## src/rtl/chan_err_pkg.sv

```systemverilog
// Shared types, LFSR taps and saturating arithmetic for the channel error injector.
package chan_err_pkg;

    typedef enum logic [1:0] {
        OFF    = 2'd0,
        BURST  = 2'd1,
        RANDOM = 2'd2,
        SINGLE = 2'd3
    } mode_e;

    typedef enum logic [1:0] {
        GAP     = 2'd0,
        BURST_S = 2'd1,
        DONE    = 2'd2
    } state_e;

    localparam logic [15:0] LFSR_TAPS_16 = 16'hB400;

    // Adds inc to val and clamps the result at lim instead of wrapping.
    function automatic logic [31:0] sat_inc(input logic [31:0] val,
                                            input logic [31:0] inc,
                                            input logic [31:0] lim);
        logic [32:0] sum;
        sum = {1'b0, val} + {1'b0, inc};
        return (sum > {1'b0, lim}) ? lim : sum[31:0];
    endfunction

endpackage

```

## src/rtl/chan_err_inj_lfsr.sv

```systemverilog
// Galois LFSR that steps once per accepted symbol and reloads its seed on load.
module chan_err_lfsr #(
    parameter int unsigned       LFSR_W = 16,
    parameter logic [LFSR_W-1:0] SEED   = LFSR_W'(16'hACE1),
    parameter logic [LFSR_W-1:0] TAPS   = LFSR_W'(16'hB400)
) (
    input  logic              clk,
    input  logic              rst,
    input  logic              step,
    input  logic              load,
    output logic [LFSR_W-1:0] state
);

    logic [LFSR_W-1:0] state_q;
    logic [LFSR_W-1:0] state_d;

    always_comb begin
        state_d = state_q;
        if (load) begin
            state_d = SEED;
        end else if (step) begin
            state_d = state_q >> 1;
            if (state_q[0]) begin
                state_d = state_d ^ TAPS;
            end
        end
    end

    always_ff @(posedge clk or negedge rst) begin
        if (!rst) begin
            state_q <= SEED;
        end else begin
            state_q <= state_d;
        end
    end

    assign state = state_q;

endmodule

```

## src/rtl/chan_err_inj.sv

```systemverilog
// Channel impairment block: corrupts code symbols in OFF/BURST/RANDOM/SINGLE modes inside a window.
// Define CHAN_ERR_ERASURE_EN to add the erase_o soft-decision erasure hint.
module chan_err_inj
    import chan_err_pkg::*;
#(
    parameter int unsigned       SYM_W  = 2,
    parameter int unsigned       CNT_W  = 16,
    parameter int unsigned       LFSR_W = 16,
    parameter logic [LFSR_W-1:0] SEED   = LFSR_W'(16'hACE1),
    parameter int unsigned       THR_W  = 8
) (
    input  logic             clk,
    input  logic             rst,
    input  logic             valid_i,
    input  logic [SYM_W-1:0] sym_i,
    input  logic [1:0]       mode_i,
    input  logic [SYM_W-1:0] mask_i,
    input  logic [CNT_W-1:0] period_i,
    input  logic [CNT_W-1:0] burst_len_i,
    input  logic [THR_W-1:0] thresh_i,
    input  logic [CNT_W-1:0] window_i,
    input  logic             clear_i,
    output logic             valid_o,
    output logic [SYM_W-1:0] sym_o,
    output logic [SYM_W-1:0] err_o,
    output logic [CNT_W-1:0] sym_cnt_o,
    output logic [CNT_W-1:0] inj_sym_cnt_o,
    output logic [CNT_W-1:0] inj_bit_cnt_o,
    output logic             window_done_o
`ifdef CHAN_ERR_ERASURE_EN
   ,output logic             erase_o
`endif
);

    localparam logic [31:0] CNT_MAX = 32'({CNT_W{1'b1}});

    function automatic logic [CNT_W-1:0] sat_cnt(input logic [CNT_W-1:0] v, input logic [31:0] inc);
        return CNT_W'(sat_inc(32'(v), inc, CNT_MAX));
    endfunction

    logic              valid_q, valid_d;
    logic [SYM_W-1:0]  sym_q, sym_d;
    logic [SYM_W-1:0]  err_q, err_d;
    logic [CNT_W-1:0]  sym_cnt_q, sym_cnt_d;
    logic [CNT_W-1:0]  inj_sym_q, inj_sym_d;
    logic [CNT_W-1:0]  inj_bit_q, inj_bit_d;
    logic              done_q, done_d;
    state_e            state_q, state_d;
    logic [CNT_W-1:0]  cnt_q, cnt_d;
    mode_e             last_mode_q, last_mode_d;
`ifdef CHAN_ERR_ERASURE_EN
    logic              erase_q, erase_d;
`endif

    logic [LFSR_W-1:0] lfsr_state;
    logic              lfsr_unused;
    logic              accept;
    mode_e             mode;
    state_e            eff_state, nxt_state;
    logic [CNT_W-1:0]  eff_cnt, nxt_cnt, blen, new_sym_cnt;
    logic              inject;
    logic [SYM_W-1:0]  flip;

    assign accept      = valid_i & ~clear_i;
    assign lfsr_unused = ^lfsr_state[LFSR_W-1:THR_W];

    chan_err_lfsr #(
        .LFSR_W (LFSR_W),
        .SEED   (SEED),
        .TAPS   (LFSR_W'(LFSR_TAPS_16))
    ) u_lfsr (
        .clk   (clk),
        .rst   (rst),
        .step  (accept),
        .load  (clear_i),
        .state (lfsr_state)
    );

    always_comb begin
        valid_d     = valid_i;
        sym_d       = sym_q;
        err_d       = err_q;
        sym_cnt_d   = sym_cnt_q;
        inj_sym_d   = inj_sym_q;
        inj_bit_d   = inj_bit_q;
        done_d      = done_q;
        state_d     = state_q;
        cnt_d       = cnt_q;
        last_mode_d = last_mode_q;
`ifdef CHAN_ERR_ERASURE_EN
        erase_d     = erase_q;
`endif
        mode      = mode_e'(mode_i);
        eff_state = state_q;
        eff_cnt   = cnt_q;
        inject    = 1'b0;
        // A mode switch restarts the burst pattern; an exhausted window stays exhausted.
        if (state_q != DONE && mode != last_mode_q) begin
            eff_state = GAP;
            eff_cnt   = '0;
        end
        blen      = (mode == SINGLE) ? CNT_W'(1) : burst_len_i;
        nxt_state = eff_state;
        nxt_cnt   = '0;

        if (eff_state != DONE) begin
            nxt_state = GAP;
            case (mode)
                BURST, SINGLE: begin
                    if (eff_state == BURST_S || (eff_cnt >= period_i && blen != '0)) begin
                        inject = 1'b1;
                        if (eff_state == BURST_S) begin
                            nxt_cnt = sat_cnt(eff_cnt, 32'd1);
                        end else begin
                            nxt_cnt = CNT_W'(1);
                        end
                        if (nxt_cnt >= blen) begin
                            nxt_cnt = '0;
                        end else begin
                            nxt_state = BURST_S;
                        end
                    end else begin
                        nxt_cnt = sat_cnt(eff_cnt, 32'd1);
                    end
                end
                RANDOM:  inject = (lfsr_state[THR_W-1:0] < thresh_i);
                default: ;
            endcase
        end

        flip        = inject ? mask_i : '0;
        new_sym_cnt = sat_cnt(sym_cnt_q, 32'd1);
        // The symbol that reaches the window is still eligible; everything after is clean.
        if (eff_state != DONE && window_i != '0 && new_sym_cnt >= window_i) begin
            nxt_state = DONE;
        end

        if (clear_i) begin
            sym_cnt_d = '0;
            inj_sym_d = '0;
            inj_bit_d = '0;
            done_d    = 1'b0;
            state_d   = GAP;
            cnt_d     = '0;
            if (valid_i) begin
                sym_d = sym_i;
                err_d = '0;
`ifdef CHAN_ERR_ERASURE_EN
                erase_d = 1'b0;
`endif
            end
        end else if (valid_i) begin
            sym_d       = sym_i ^ flip;
            err_d       = flip;
            sym_cnt_d   = new_sym_cnt;
            inj_sym_d   = (flip != '0) ? sat_cnt(inj_sym_q, 32'd1) : inj_sym_q;
            inj_bit_d   = sat_cnt(inj_bit_q, 32'($countones(flip)));
            state_d     = nxt_state;
            cnt_d       = nxt_cnt;
            done_d      = (nxt_state == DONE);
            last_mode_d = mode;
`ifdef CHAN_ERR_ERASURE_EN
            erase_d     = (flip != '0);
`endif
        end
    end

    always_ff @(posedge clk or negedge rst) begin
        if (!rst) begin
            valid_q     <= 1'b0;
            sym_q       <= '0;
            err_q       <= '0;
            sym_cnt_q   <= '0;
            inj_sym_q   <= '0;
            inj_bit_q   <= '0;
            done_q      <= 1'b0;
            state_q     <= GAP;
            cnt_q       <= '0;
            last_mode_q <= OFF;
`ifdef CHAN_ERR_ERASURE_EN
            erase_q     <= 1'b0;
`endif
        end else begin
            valid_q     <= valid_d;
            sym_q       <= sym_d;
            err_q       <= err_d;
            sym_cnt_q   <= sym_cnt_d;
            inj_sym_q   <= inj_sym_d;
            inj_bit_q   <= inj_bit_d;
            done_q      <= done_d;
            state_q     <= state_d;
            cnt_q       <= cnt_d;
            last_mode_q <= last_mode_d;
`ifdef CHAN_ERR_ERASURE_EN
            erase_q     <= erase_d;
`endif
        end
    end

    assign valid_o       = valid_q;
    assign sym_o         = sym_q;
    assign err_o         = err_q;
    assign sym_cnt_o     = sym_cnt_q;
    assign inj_sym_cnt_o = inj_sym_q;
    assign inj_bit_cnt_o = inj_bit_q;
    assign window_done_o = done_q;
`ifdef CHAN_ERR_ERASURE_EN
    assign erase_o       = erase_q;
`endif

endmodule

```

## config.mk

```make
export PLATFORM = sky130hd
export DESIGN_NAME = chan_err_inj
export DESIGN_NICKNAME = d
export VERILOG_FILES = /design/src/rtl/chan_err_pkg.sv /design/src/rtl/chan_err_inj_lfsr.sv /design/src/rtl/chan_err_inj.sv
export SDC_FILE = /design/constraint.sdc
export NUM_CORES = 1
export LEC_CHECK = 0
export ABC_AREA = 0
export CORE_MARGIN = 2
export CORE_UTILIZATION = 50
export CTS_CLUSTER_DIAMETER = 60
export CTS_CLUSTER_SIZE = 12
export DETAILED_ROUTE_END_ITERATION = 8
export PLACE_DENSITY = 0.77
export RECOVER_POWER = 25
export SLEW_MARGIN = 10
export SYNTH_ARGS = -nofsm -noshare
export SYNTH_HDL_FRONTEND = slang
export SYNTH_HIERARCHICAL = 1
export SYNTH_SLANG_ARGS = --single-unit
```

## constraint.sdc

```tcl
create_clock -name clk -period 4.9 [get_ports clk]
set_input_delay 0.98 -clock clk [delete_from_list [all_inputs] [get_ports clk]]
set_output_delay 0.98 -clock clk [all_outputs]
set_load 0.01 [all_outputs]
```

==> out/metrics.json, run 1 <==
{
  "placed_design": {
    "post_dp_cell_area_sq_um": 9090,
    "routabilityCongestion": 0.898,
    "detailedPlacementHpwl_microns": 14700,
    "placedCellCount": 1185,
    "port_buffers": 119
  },
  "critical_path": {
    "worstRegToRegCells": 16,
    "cpPeakStageDelay_ns": 0.40,
    "r2r-start": "sym_cnt_o[0]",
    "startpoint_type": "primary input",
    "critPathArrivalTime_ns": 4.74,
    "worst-r2r-setup-slack_ns": 0.74,
    "worst-path-max-fanout": 16,
    "timing.critical_path.to_type": "flip-flop",
    "timing.rr.end": "window_done_o",
    "slowest_stage": "sky130_fd_sc_hd__or3_4",
    "worst-endpoint-required_ns": 5.16,
    "critical_path_class": "in -> reg",
    "worstPathCellList": "dlymetal6s2s_1 -> xor2_2 -> o21ai_2 -> buf_12 -> and2_1 -> ha_1 -> nand4_1 -> o21a_1 -> a31oi_4 -> a211oi_4 -> or3_4 -> nor2_2 -> fa_2 -> ha_1 -> and3_1 -> nand4_1 -> nor2_2 -> nand3_2 -> buf_4 -> a311oi_2"
  },
  "power_and_ir_drop": {
    "pwr_density_cell_nw_per_um2": 189,
    "power.ir.vdd_worst_mv": 0.131,
    "switching_share_pct": 28.2,
    "cellInternalPower_mw": 1.30,
    "netsw_uw": 511,
    "leak_pwr_nw": 4.30,
    "seq_power_share_pct": 43.6,
    "comb_power_share_pct": 17.8,
    "clock_power_share_pct": 38.6
  },
  "synth": {
    "synthDistinctLibCells": 79,
    "avgSynthCellArea_sq_um": 8.60,
    "syn-cell-area_sq_um": 7480,
    "seq_area_frac_synth_pct": 30.2,
    "ys_seq_elements": 90,
    "syn_inst": 870,
    "dominantRegCellSynth": "sky130_fd_sc_hd__dfrtp_1",
    "synth_warnings": 6,
    "synth_async_sr_flop_share_pct": 100,
    "synth_enable_flop_cells": 0,
    "post_synthesis_net_count": 1000
  },
  "grt": {
    "global_route_congestion_overflow_total": 0,
    "global_route.usage.total_pct": 25.1,
    "wire_length_of_the_first_global_routing_pass_microns": 33000,
    "grt_start_max_net_pins": 70,
    "antenna_found_initial": 1,
    "first_global_vias": 6699
  },
  "outcome": {
    "violations": "capacitance limit, slew limit",
    "status": "complete, but fails checks"
  },
  "route": {
    "routed-wl-met2_microns": 9700,
    "route.detailed.wl_per_inst_microns": 16.8,
    "met1Wirelength_microns": 9010,
    "drt.antenna.violating_nets": 0,
    "met3_wirelength_microns": 1140,
    "drt-total-wl_microns": 20200,
    "via_per_inst": 5.87,
    "detailedRoute.firstIterationViolations": 446,
    "num_vias": 7072,
    "drc_errors": 0,
    "max_layer_used": "met4",
    "detailedRoute.firstPassIterationCount": 5
  },
  "floorplanning": {
    "chipHeight_microns": 126,
    "core_sq_um": 14600,
    "top_level_ports": 120,
    "row_count": 44,
    "die_area_sq_um": 16000,
    "floorplan.initialDensity_pct": 51.3,
    "die_w_microns": 126
  },
  "hold_path": {
    "hold_path_depth": 1,
    "holdCritPathClass": "reg -> reg",
    "hold_path.startpoint": "u_lfsr/state[8]",
    "worstHoldEndpoint": "u_lfsr/state[7]"
  },
  "layout": {
    "final_common_cell": "sky130_fd_sc_hd__clkdlybuf4s50_1",
    "final_cells": 1205,
    "drive_gt1_share_pct": 15.4,
    "syn_to_final_growth_pct": 27.9,
    "fin_util_pct": 65.6,
    "number_of_nets_in_the_layout": 1145,
    "most-common-layout-cells": "sky130_fd_sc_hd__clkdlybuf4s50_1 (114), sky130_fd_sc_hd__nand2_1 (98), sky130_fd_sc_hd__dfrtp_1 (82)",
    "final_design_area_no_fill_sq_um": 9570
  },
  "flow_run": {
    "maxCapViolCount": 1
  },
  "sta": {
    "worst_slew_margin_rel_pct": -17.0,
    "clock_skew_ns": 0.00772,
    "hold_violations": 0,
    "period_minus_slack_ns": 4.48,
    "rsz0062_at_grt": "no",
    "timing.final.setup_violations": 0,
    "clock.fmax_mhz": 223,
    "post-route-period-util_pct": 91.4,
    "final_max_slew_viol_count": 70,
    "worst_slew_pin_slew_ns": 1.75,
    "whs_ns": 0.494,
    "setup_tns_ns": 0
  },
  "clocking": {
    "worst_skew_pair_latency_ns": 0.36,
    "cts_inserted_buffers": 9,
    "ctsRootBufferMaster": "sky130_fd_sc_hd__clkbuf_16",
    "cts_buffer_depth": 2,
    "clock_sink_count": 90,
    "cts.htree.levels": 3,
    "cts_tree": "built",
    "path_clk_slew_ns": 0.07,
    "cts.hold.buffers_added": 0
  }
}
[per-layer routing]
metal	GRT usage (%)	up-vias
met5	0	-
met4	8.14	0
met3	4.64	24
met2	39.9	189
met1	34.8	3395
li1	-	3464
[logic make-up after synthesis]
logic type	Yosys count	synth area share (%)
AND/OR/NAND/NOR	355	25.2
buffers and inverters	102	6.34
flip-flops	90	30.2
XOR/XNOR	33	4.11
multiplexers	18	2.42
AO/OA/AOI/OAI	208	20.9
adder cells (fa/ha/maj)	64	10.8
[layout make-up]
| type | count | area, sq um |
|---|---|---|
| tap | 184 | 230 |
| fill | 1224 | 5020 |
| multi-input combinational | 678 | 4920 |
| antenna | 1 | 2.50 |
| clock buffer | 11 | 253 |
| clock inverter | 5 | 45.0 |
| inverter | 58 | 218 |
| timing repair buffer | 178 | 1640 |
| sequential | 90 | 2260 |
[through the flow]
stage | setup WS (ns) | total power, mW
6_report | 0.421 | 1.81
5_1_grt | 0.195 | 1.90
4_1_cts | 0.0122 | 1.82
3_5_place_dp | -0.462 | 1.11
3_3_place_gp | -0.310 | 1.11
2_1_floorplan | 0.0119 | 0.964
[registers in the layout, indices dropped and copies added (netlist names)]
name and cells:
inj_sym_cnt_o 16, last_mode_q 2, valid_o 1, window_done_o 1
cnt_q 16, err_o 2, inj_bit_cnt_o 16, sym_cnt_o 16
u_lfsr/state 16, sym_o 2, state_q 2
[cell usage after synthesis, drive strengths merged, types with 2 or more instances]
library cell / number / area [sq um]
nand2: 98 / 368
dfrtp: 82 / 2050
nor2: 81 / 324
ha: 63 / 788
inv: 57 / 214
nand3: 42 / 220
a21oi: 40 / 204
o21ai: 35 / 179
clkbuf: 24 / 90.1
and3: 23 / 144
a211oi: 20 / 180
buf: 20 / 166
and2: 19 / 119
xnor2: 19 / 185
mux2i: 17 / 170
nand4: 17 / 106
nor3: 16 / 108
a311oi: 15 / 131
nor4: 14 / 103
xor2: 14 / 123
a21o: 13 / 97.6
a22o: 13 / 114
o211ai: 11 / 82.6
o21a: 9 / 67.6
dfstp: 8 / 210
nand2b: 8 / 57.6
a211o: 7 / 67.6
a31oi: 7 / 43.8
a32o: 7 / 70.1
and4: 7 / 61.3
nor2b: 7 / 51.3
nor3b: 6 / 45.0
o32ai: 6 / 52.6
and2b: 5 / 42.5
o31ai: 5 / 37.5
o22ai: 4 / 25.0
o311ai: 4 / 35.0
a2111oi: 3 / 63.8
nand4b: 3 / 41.3
nor4b: 2 / 23.8
or3: 2 / 22.5
[what timing repair did]
item	CTS	global route
buffers inserted	0	3
pin swaps	0	11
gates resized for setup	3	29
endpoints found under the setup margin	9	32
[critical path: cells and delay by family]
kind	cells	cell delay [ns]
buf+inv	3	0.52
compound gates	5	0.90
fa+ha+maj	3	0.70
simple gates	8	1.42
xor+xnor	1	0.20
[worst max-delay path by stage]
| stage | end | slack, ns | from |
|---|---|---|---|
| global placement | inj_bit_cnt_o[8] | -0.31 | mode_i[0] |
| global route | cnt_q[7] | 0.20 | mode_i[1] |
| detailed placement | inj_bit_cnt_o[1] | -0.46 | mode_i[0] |
| finish | inj_bit_cnt_o[1] | 0.42 | mode_i[1] |
| CTS | cnt_q[3] | 0.01 | mode_i[0] |
| floorplan | inj_bit_cnt_o[1] | 0.01 | mode_i[0] |
[power by group through the flow]
stage / Combinational [mW] / Sequential [mW] / Clock, mW
2_1_floorplan: 0.164 / 0.800 / 0
3_3_place_gp: 0.307 / 0.801 / 0
3_5_place_dp: 0.313 / 0.801 / 0
4_1_cts: 0.316 / 0.788 / 0.715
5_1_grt: 0.357 / 0.791 / 0.747
6_report: 0.322 / 0.789 / 0.699
(Power assumes the default switching activity.)
==> inputs of run 2 (changes only) <==
- CAP_MARGIN: unset -> 5
==> results of run 2 <==
No change in the layout: final DEF, timing and power equal those of run 1.
